## src/rtl/cust_serial_decoder.sv

```systemverilog
// rtl/cust_serial_decoder.sv - line-code decoder with LSB-first word deserializer and one-entry output register
// Optional feature macro: CUST_DEC_PARITY_EN (even-parity slot after each word, par_err pulse on mismatch).
module cust_serial_decoder #(
    parameter int WIDTH = 8
) (
    input  logic             clk,
    input  logic             reset,
    input  logic             in_valid,
    input  logic             in_bit,
    input  logic             sof,
    output logic             out_valid,
    input  logic             out_ready,
    output logic [WIDTH-1:0] out_data,
    output logic             overrun,
    output logic             par_err
);
    localparam int CW = $clog2(WIDTH + 1);
`ifdef CUST_DEC_PARITY_EN
    localparam logic [CW-1:0] LAST = CW'(WIDTH);
`else
    localparam logic [CW-1:0] LAST = CW'(WIDTH - 1);
`endif

    logic             a;
    logic             b;
    logic [CW-1:0]    cnt;
    logic [WIDTH-1:0] shreg;

    logic             start;
    logic             a_cur;
    logic             b_cur;
    logic             x;
    logic             complete;
    logic [CW-1:0]    cnt_cur;
    logic [WIDTH-1:0] shreg_cur;
    logic [WIDTH-1:0] word;
    logic [WIDTH-1:0] deliver;

    // A start-of-frame bit is decoded as if the state, counter and partial word were already cleared.
    always_comb begin
        start     = in_valid & sof;
        a_cur     = start ? 1'b0 : a;
        b_cur     = start ? 1'b0 : b;
        cnt_cur   = start ? '0 : cnt;
        shreg_cur = start ? '0 : shreg;
        x         = in_bit ^ a_cur ^ b_cur;
        word      = shreg_cur;
        for (int i = 0; i < WIDTH; i++) begin
            if (cnt_cur == CW'(i)) begin
                word[i] = x;
            end
        end
        complete = in_valid & (cnt_cur == LAST);
`ifdef CUST_DEC_PARITY_EN
        deliver = shreg_cur;
`else
        deliver = word;
`endif
    end

    always_ff @(posedge clk) begin
        if (reset) begin
            a         <= 1'b0;
            b         <= 1'b0;
            cnt       <= '0;
            shreg     <= '0;
            out_valid <= 1'b0;
            out_data  <= '0;
            overrun   <= 1'b0;
        end else begin
            overrun <= 1'b0;
            if (in_valid) begin
                a     <= b_cur;
                b     <= ~(a_cur ^ x);
                cnt   <= complete ? '0 : cnt_cur + 1'b1;
                shreg <= complete ? '0 : word;
            end
            // A consumer taking the held word in the completion cycle frees the slot for the new one.
            if (complete && (!out_valid || out_ready)) begin
                out_valid <= 1'b1;
                out_data  <= deliver;
            end else if (complete) begin
                overrun <= 1'b1;
            end else if (out_valid && out_ready) begin
                out_valid <= 1'b0;
            end
        end
    end

`ifdef CUST_DEC_PARITY_EN
    always_ff @(posedge clk) begin
        if (reset) begin
            par_err <= 1'b0;
        end else begin
            par_err <= complete & (x ^ (^shreg_cur));
        end
    end
`else
    assign par_err = 1'b0;
`endif

endmodule

```

## config.mk

```make
export PLATFORM = sky130hd
export DESIGN_NAME = cust_serial_decoder
export DESIGN_NICKNAME = d
export VERILOG_FILES = /design/src/rtl/cust_serial_decoder.sv
export SDC_FILE = /design/constraint.sdc
export NUM_CORES = 1
export LEC_CHECK = 0
export BUFFER_PORTS_ARGS = -buffer_cell sky130_fd_sc_hd__buf_2
export CAP_MARGIN = 5
export CELL_PAD_IN_SITES_DETAIL_PLACEMENT = 0
export CELL_PAD_IN_SITES_GLOBAL_PLACEMENT = 2
export CORE_MARGIN = 2
export CORE_UTILIZATION = 30
export DETAILED_ROUTE_END_ITERATION = 16
export PLACE_DENSITY_LB_ADDON = 0.1
export SKIP_CTS_REPAIR_TIMING = 1
export SYNTH_ARGS = -nofsm -noshare
export SYNTH_HDL_FRONTEND = slang
export SYNTH_SLANG_ARGS = --single-unit
```

## constraint.sdc

```tcl
create_clock -name clk -period 1.82 [get_ports clk]
set_input_delay 0.364 -clock clk [delete_from_list [all_inputs] [get_ports clk]]
set_output_delay 0.364 -clock clk [all_outputs]
set_load 0.05 [all_outputs]
```

==> impl_metrics.ini, run 1 <==
[floorplan]
dieHeight_um = 64.4
num_rows = 21
start_util_pct = 32.1
io_pins = 17
dieArea_um2 = 4150
die_width_um = 64.4
core_area_um2 = 3420

[final_layout]
final_common_cell = dfxtp_1
nFillCells = 402
diodes = 0
drive_gt1_share_pct = 18.1
layout_common_cells = dfxtp_1, buf_2, nor2_1
nNetsFinal = 151
syn_to_final_growth_pct = 13.6
design_area_um2 = 1240
multiInputGateArea_um2 = 566
regArea_um2 = 460

[route]
routedWlPerCell_um = 12.2
drtIter0Drc = 27
drt-pass1-iter-count = 4
ant_nets = 0
drc = 0
vias_per_cell = 4.80
wl_um = 2310
num_vias = 912

[worst_setup_path]
critPathLaunchType = flip-flop
crit_type = flip-flop to flip-flop
end_kind = flip-flop
r2r_slack_ns = 0.23
cp.arrival_ns = 1.82
r2r_cells = 5
cp_max_fo = 12
cp.required_ns = 2.05

[global_route]
grt_pass1_vias = 864
met2_usage_pct = 18.9
antenna_found_initial = 0
grt_pass1_wl_um = 4010
grt_use_met3_pct = 2.26
grt_max_degree = 18
use_met1_pct = 16.8
track_usage_pct = 12.2
overflow = 0
grt-busiest-layer = met2

[synth]
syn_avg_cell_area_um2 = 8.43
yosys.area.top_type = dfxtp_1
synth_cells = 130
synth_ff_type = dfxtp_1
ys.warnings.count = 0
synth_top_area_share_pct = 42.0
synth_seq_cells = 23
seq_area_frac_synth_pct = 42.0
async_reset_ff_share_pct = 0
syn_nets = 136
synth-edff-count = 0
synth_area_um2 = 1100
synth.distinct_cells = 36
synth_area_leaders = dfxtp_1, nand2b_1, o21ai_0

[timing]
hold_violations = 0
slew-limit-headroom_pct = 46.9
worst_pin_slew_ns = 0.790
finalCriticalPeriod_ns = 1.59
slew_violations = 0
setup_viol = 0
final.setup.tns_ns = 0
period_share_pct = 87.2
fin_skew_ns = 0.00956
rsz0062_at_grt = no
hold_slack_ns = 0.335
max_clock_freq_mhz = 630

[outcome]
status = finished, final reports clean

[cts]
cts_tree = built
clk_pin_slew_ns = 0.13
cts_root_buf = clkbuf_4
cts_buffer_depth = 2
worstSkewPairLatency_ns = 0.31
numCtsBuffers = 3
htree_levels = 1
cts.sinks = 23

[power]
ir_drop_uv = 240
power.density_nw_per_um2 = 674
power.leakage_uw = 0.000465

[place]
place_area_um2 = 1220
hpwl_um = 1650
place.gp.congestion = 0.734
io_buffers = 15

[run]
drv_cap = 0

[worst_hold_path]
hold_class = primary input to flip-flop
hold_depth = 3
-- layer usage --
layer	share of wire (%)	wire length, um
met5	0	0
met4	0.82	19
met3	3.7	86
met2	41	952
met1	54	1250
-- cells in the mapped netlist, types with 3 or more instances --
library cell,n
dfxtp_1,23
inv_1,6
a21oi_1,9
a211oi_1,3
o21ai_0,11
clkbuf_1,6
o32ai_1,5
nand4b_1,6
nand2b_1,9
nand2_1,7
nor2_1,13
-- final cells by class --
class	count	share of cell area, %
Clock buffer	4	2.11
Inverter	6	1.81
Multi-Input combinational cell	91	45.4
Sequential cell	23	37.0
Tap cell	46	4.62
Timing Repair Buffer	20	9.05
-- state kept, by name (all words and copies together) (netlist names) --
name / flops
overrun: 1
a: 1
cnt: 4
out_data: 8
shreg: 7
out_valid: 1
b: 1
-- worst paths after layout --
kind / start / end
worst max-delay path: cnt[0] / out_data[5]
worst min-delay path: out_ready / overrun
worst max register to register: cnt[0] / out_data[5]
worst min register to register: shreg[4] / shreg[4]
-- stage by stage --
step	std cells	worst slack [ns]	total power (uW)	utilization (%)
final	190	0.232	839	36.4
after global routing	190	0.0646	895	36.4
after CTS	190	0.232	864	36.4
after detailed placement	186	0.136	615	35.7
after global placement	186	0.137	615	35.7
after floorplan	130	0.274	594	-
-- logic make-up after synthesis --
kind of cell	after synthesis	share of synthesized area, %
simple gates	53	29.6
compound gates	34	19.2
flops	23	42.0
buf+inv	16	6.39
xor+xnor	2	1.60
mux	1	0.913
other cells	1	0.342
-- worst max-delay path: stages, from the launching register on --
cell,delay [ns]
dfxtp_1,0.47
nand3b_1,0.22
nor4b_4,0.39
buf_4,0.24
nand4b_1,0.09
o21ai_0,0.08
-- report_power, final --
part	internal, uW	total (uW)	switching (uW)	leakage [uW]
logic	31.5	85.1	53.6	0.000264
registers	511	519	7.99	0.000186
clock network	85.4	235	150	0.0000150
total	628	839	212	0.000465
Power figures use the tool's default switching activity.
==> run 2: changes to the inputs <==
Settings changed: BUFFER_PORTS_ARGS -buffer_cell sky130_fd_sc_hd__buf_2 to not set, DONT_BUFFER_PORTS set to 1.
==> impl_metrics.ini, run 2 (synthesis gave the netlist of run 1 again) <==
[route]
vias_per_cell = 4.90
num_vias = 857
ant_nets = 0
wl_um = 2300
drc = 0
drtIter0Drc = 37
routedWlPerCell_um = 13.1
drt-pass1-iter-count = 4

[floorplan]
die_width_um = 64.4
io_pins = 17
num_rows = 21
dieHeight_um = 64.4
core_area_um2 = 3420
dieArea_um2 = 4150
start_util_pct = 32.1

[power]
ir_drop_uv = 277
power.leakage_uw = 0.000392
power_uw = 830
power.density_nw_per_um2 = 709

[worst_setup_path]
r2r-start = cnt[3]
critPathLaunchType = flip-flop
cp.arrival_ns = 1.82
r2r_slack_ns = 0.22
end_kind = flip-flop
cp_max_fo = 8
r2r-end = shreg[5]
r2r_cells = 3
cp.required_ns = 2.04
crit_type = flip-flop to flip-flop

[timing]
fin_skew_ns = 0.0129
hold_violations = 0
slew-limit-headroom_pct = 65.8
setup_slack_ns = 0.221
max_clock_freq_mhz = 626
worst_pin_slew_ns = 0.512
slew_violations = 0
final.setup.tns_ns = 0
finalCriticalPeriod_ns = 1.60
rsz0062_at_grt = no
setup_viol = 0
period_share_pct = 87.8

[final_layout]
final_core_utilization_pct = 34.3
regArea_um2 = 460
drive_gt1_share_pct = 9.30
final_common_cell = dfxtp_1
nFillCells = 385
top_register = out_data
top_regs = out_data: 8 flops, shreg: 7 flops, cnt: 4 flops
syn_to_final_growth_pct = 6.85
nNetsFinal = 136
diodes = 0
largest_reg_flops = 8
layout_common_cells = dfxtp_1, nor2_1, o21ai_0
final_cells = 175
multiInputGateArea_um2 = 566

[global_route]
grt_max_degree = 28
overflow = 0
grt_pass1_vias = 831
grt_pass1_wl_um = 3990
track_usage_pct = 12.4
antenna_found_initial = 0

[cts]
cts_buffer_depth = 2
worstSkewPairLatency_ns = 0.32
cts.sinks = 23
clk_pin_slew_ns = 0.14
cts_tree = built
numCtsBuffers = 3
cts_root_buf = clkbuf_4
htree_levels = 1

[place]
place_inst = 171
io_buffers = 0
pre_cts_slack_ns = 0.224
hpwl_um = 1600
place.gp.congestion = 0.706

[worst_hold_path]
min_from = reset
hold_end = out_valid
hold_class = primary input to flip-flop
hold_depth = 1

[run]
drv_cap = 0

[outcome]
status = finished, final reports clean
[run 2: cell types whose count changed in the layout (fill, tap and decap cells not counted)]
cell / delta
buf_2: -15
clkinv_2: +1
clkbuf_1: -1
[run 2: worst max-delay path by stage]
stage	start	endpoint	slack, ns	cells past startpoint
finish	cnt[3]	shreg[5]	0.22	3
floorplan	sof	out_data[4]	0.27	6
global placement	cnt[3]	shreg[5]	0.25	3
detailed placement	cnt[3]	shreg[1]	0.22	3
CTS	cnt[3]	shreg[5]	0.20	3
global route	cnt[3]	shreg[1]	0.10	3
[run 2: per-stage QoR]
step	instance area, um^2	hold slack, ns
2_1_floorplan	1100	0.432
3_3_place_gp	1140	0.437
3_5_place_dp	1140	0.441
4_1_cts	1170	0.0679
5_1_grt	1170	0.0459
6_report	1170	0.0887
[run 2: final cells by class]
| class | instances | share of cell area, % |
|---|---|---|
| Clock inverter | 1 | 0.427 |
| Inverter | 6 | 1.92 |
| Multi-Input combinational cell | 91 | 48.3 |
| Clock buffer | 3 | 1.92 |
| Tap cell | 46 | 4.91 |
| Timing Repair Buffer | 5 | 3.21 |
| Sequential cell | 23 | 39.3 |
[run 2: layer usage]
layer	up-vias	wire, um	GRT usage, %
li1	454	-	-
met1	378	1130	16.2
met2	23	1010	18.9
met3	2	144	5.38
met4	0	17	3.19
met5	-	0	0
[run 2: report_power, final]
part	internal, uW	switching (uW)
clock network	82.2	161
registers	511	7.60
logic	30.1	38.0
[run 2: critical path: stages, from the launching register on]
cell,delay [ns]
dfxtp_1,0.49
and4b_1,0.26
or3_1,0.46
o32ai_1,0.30
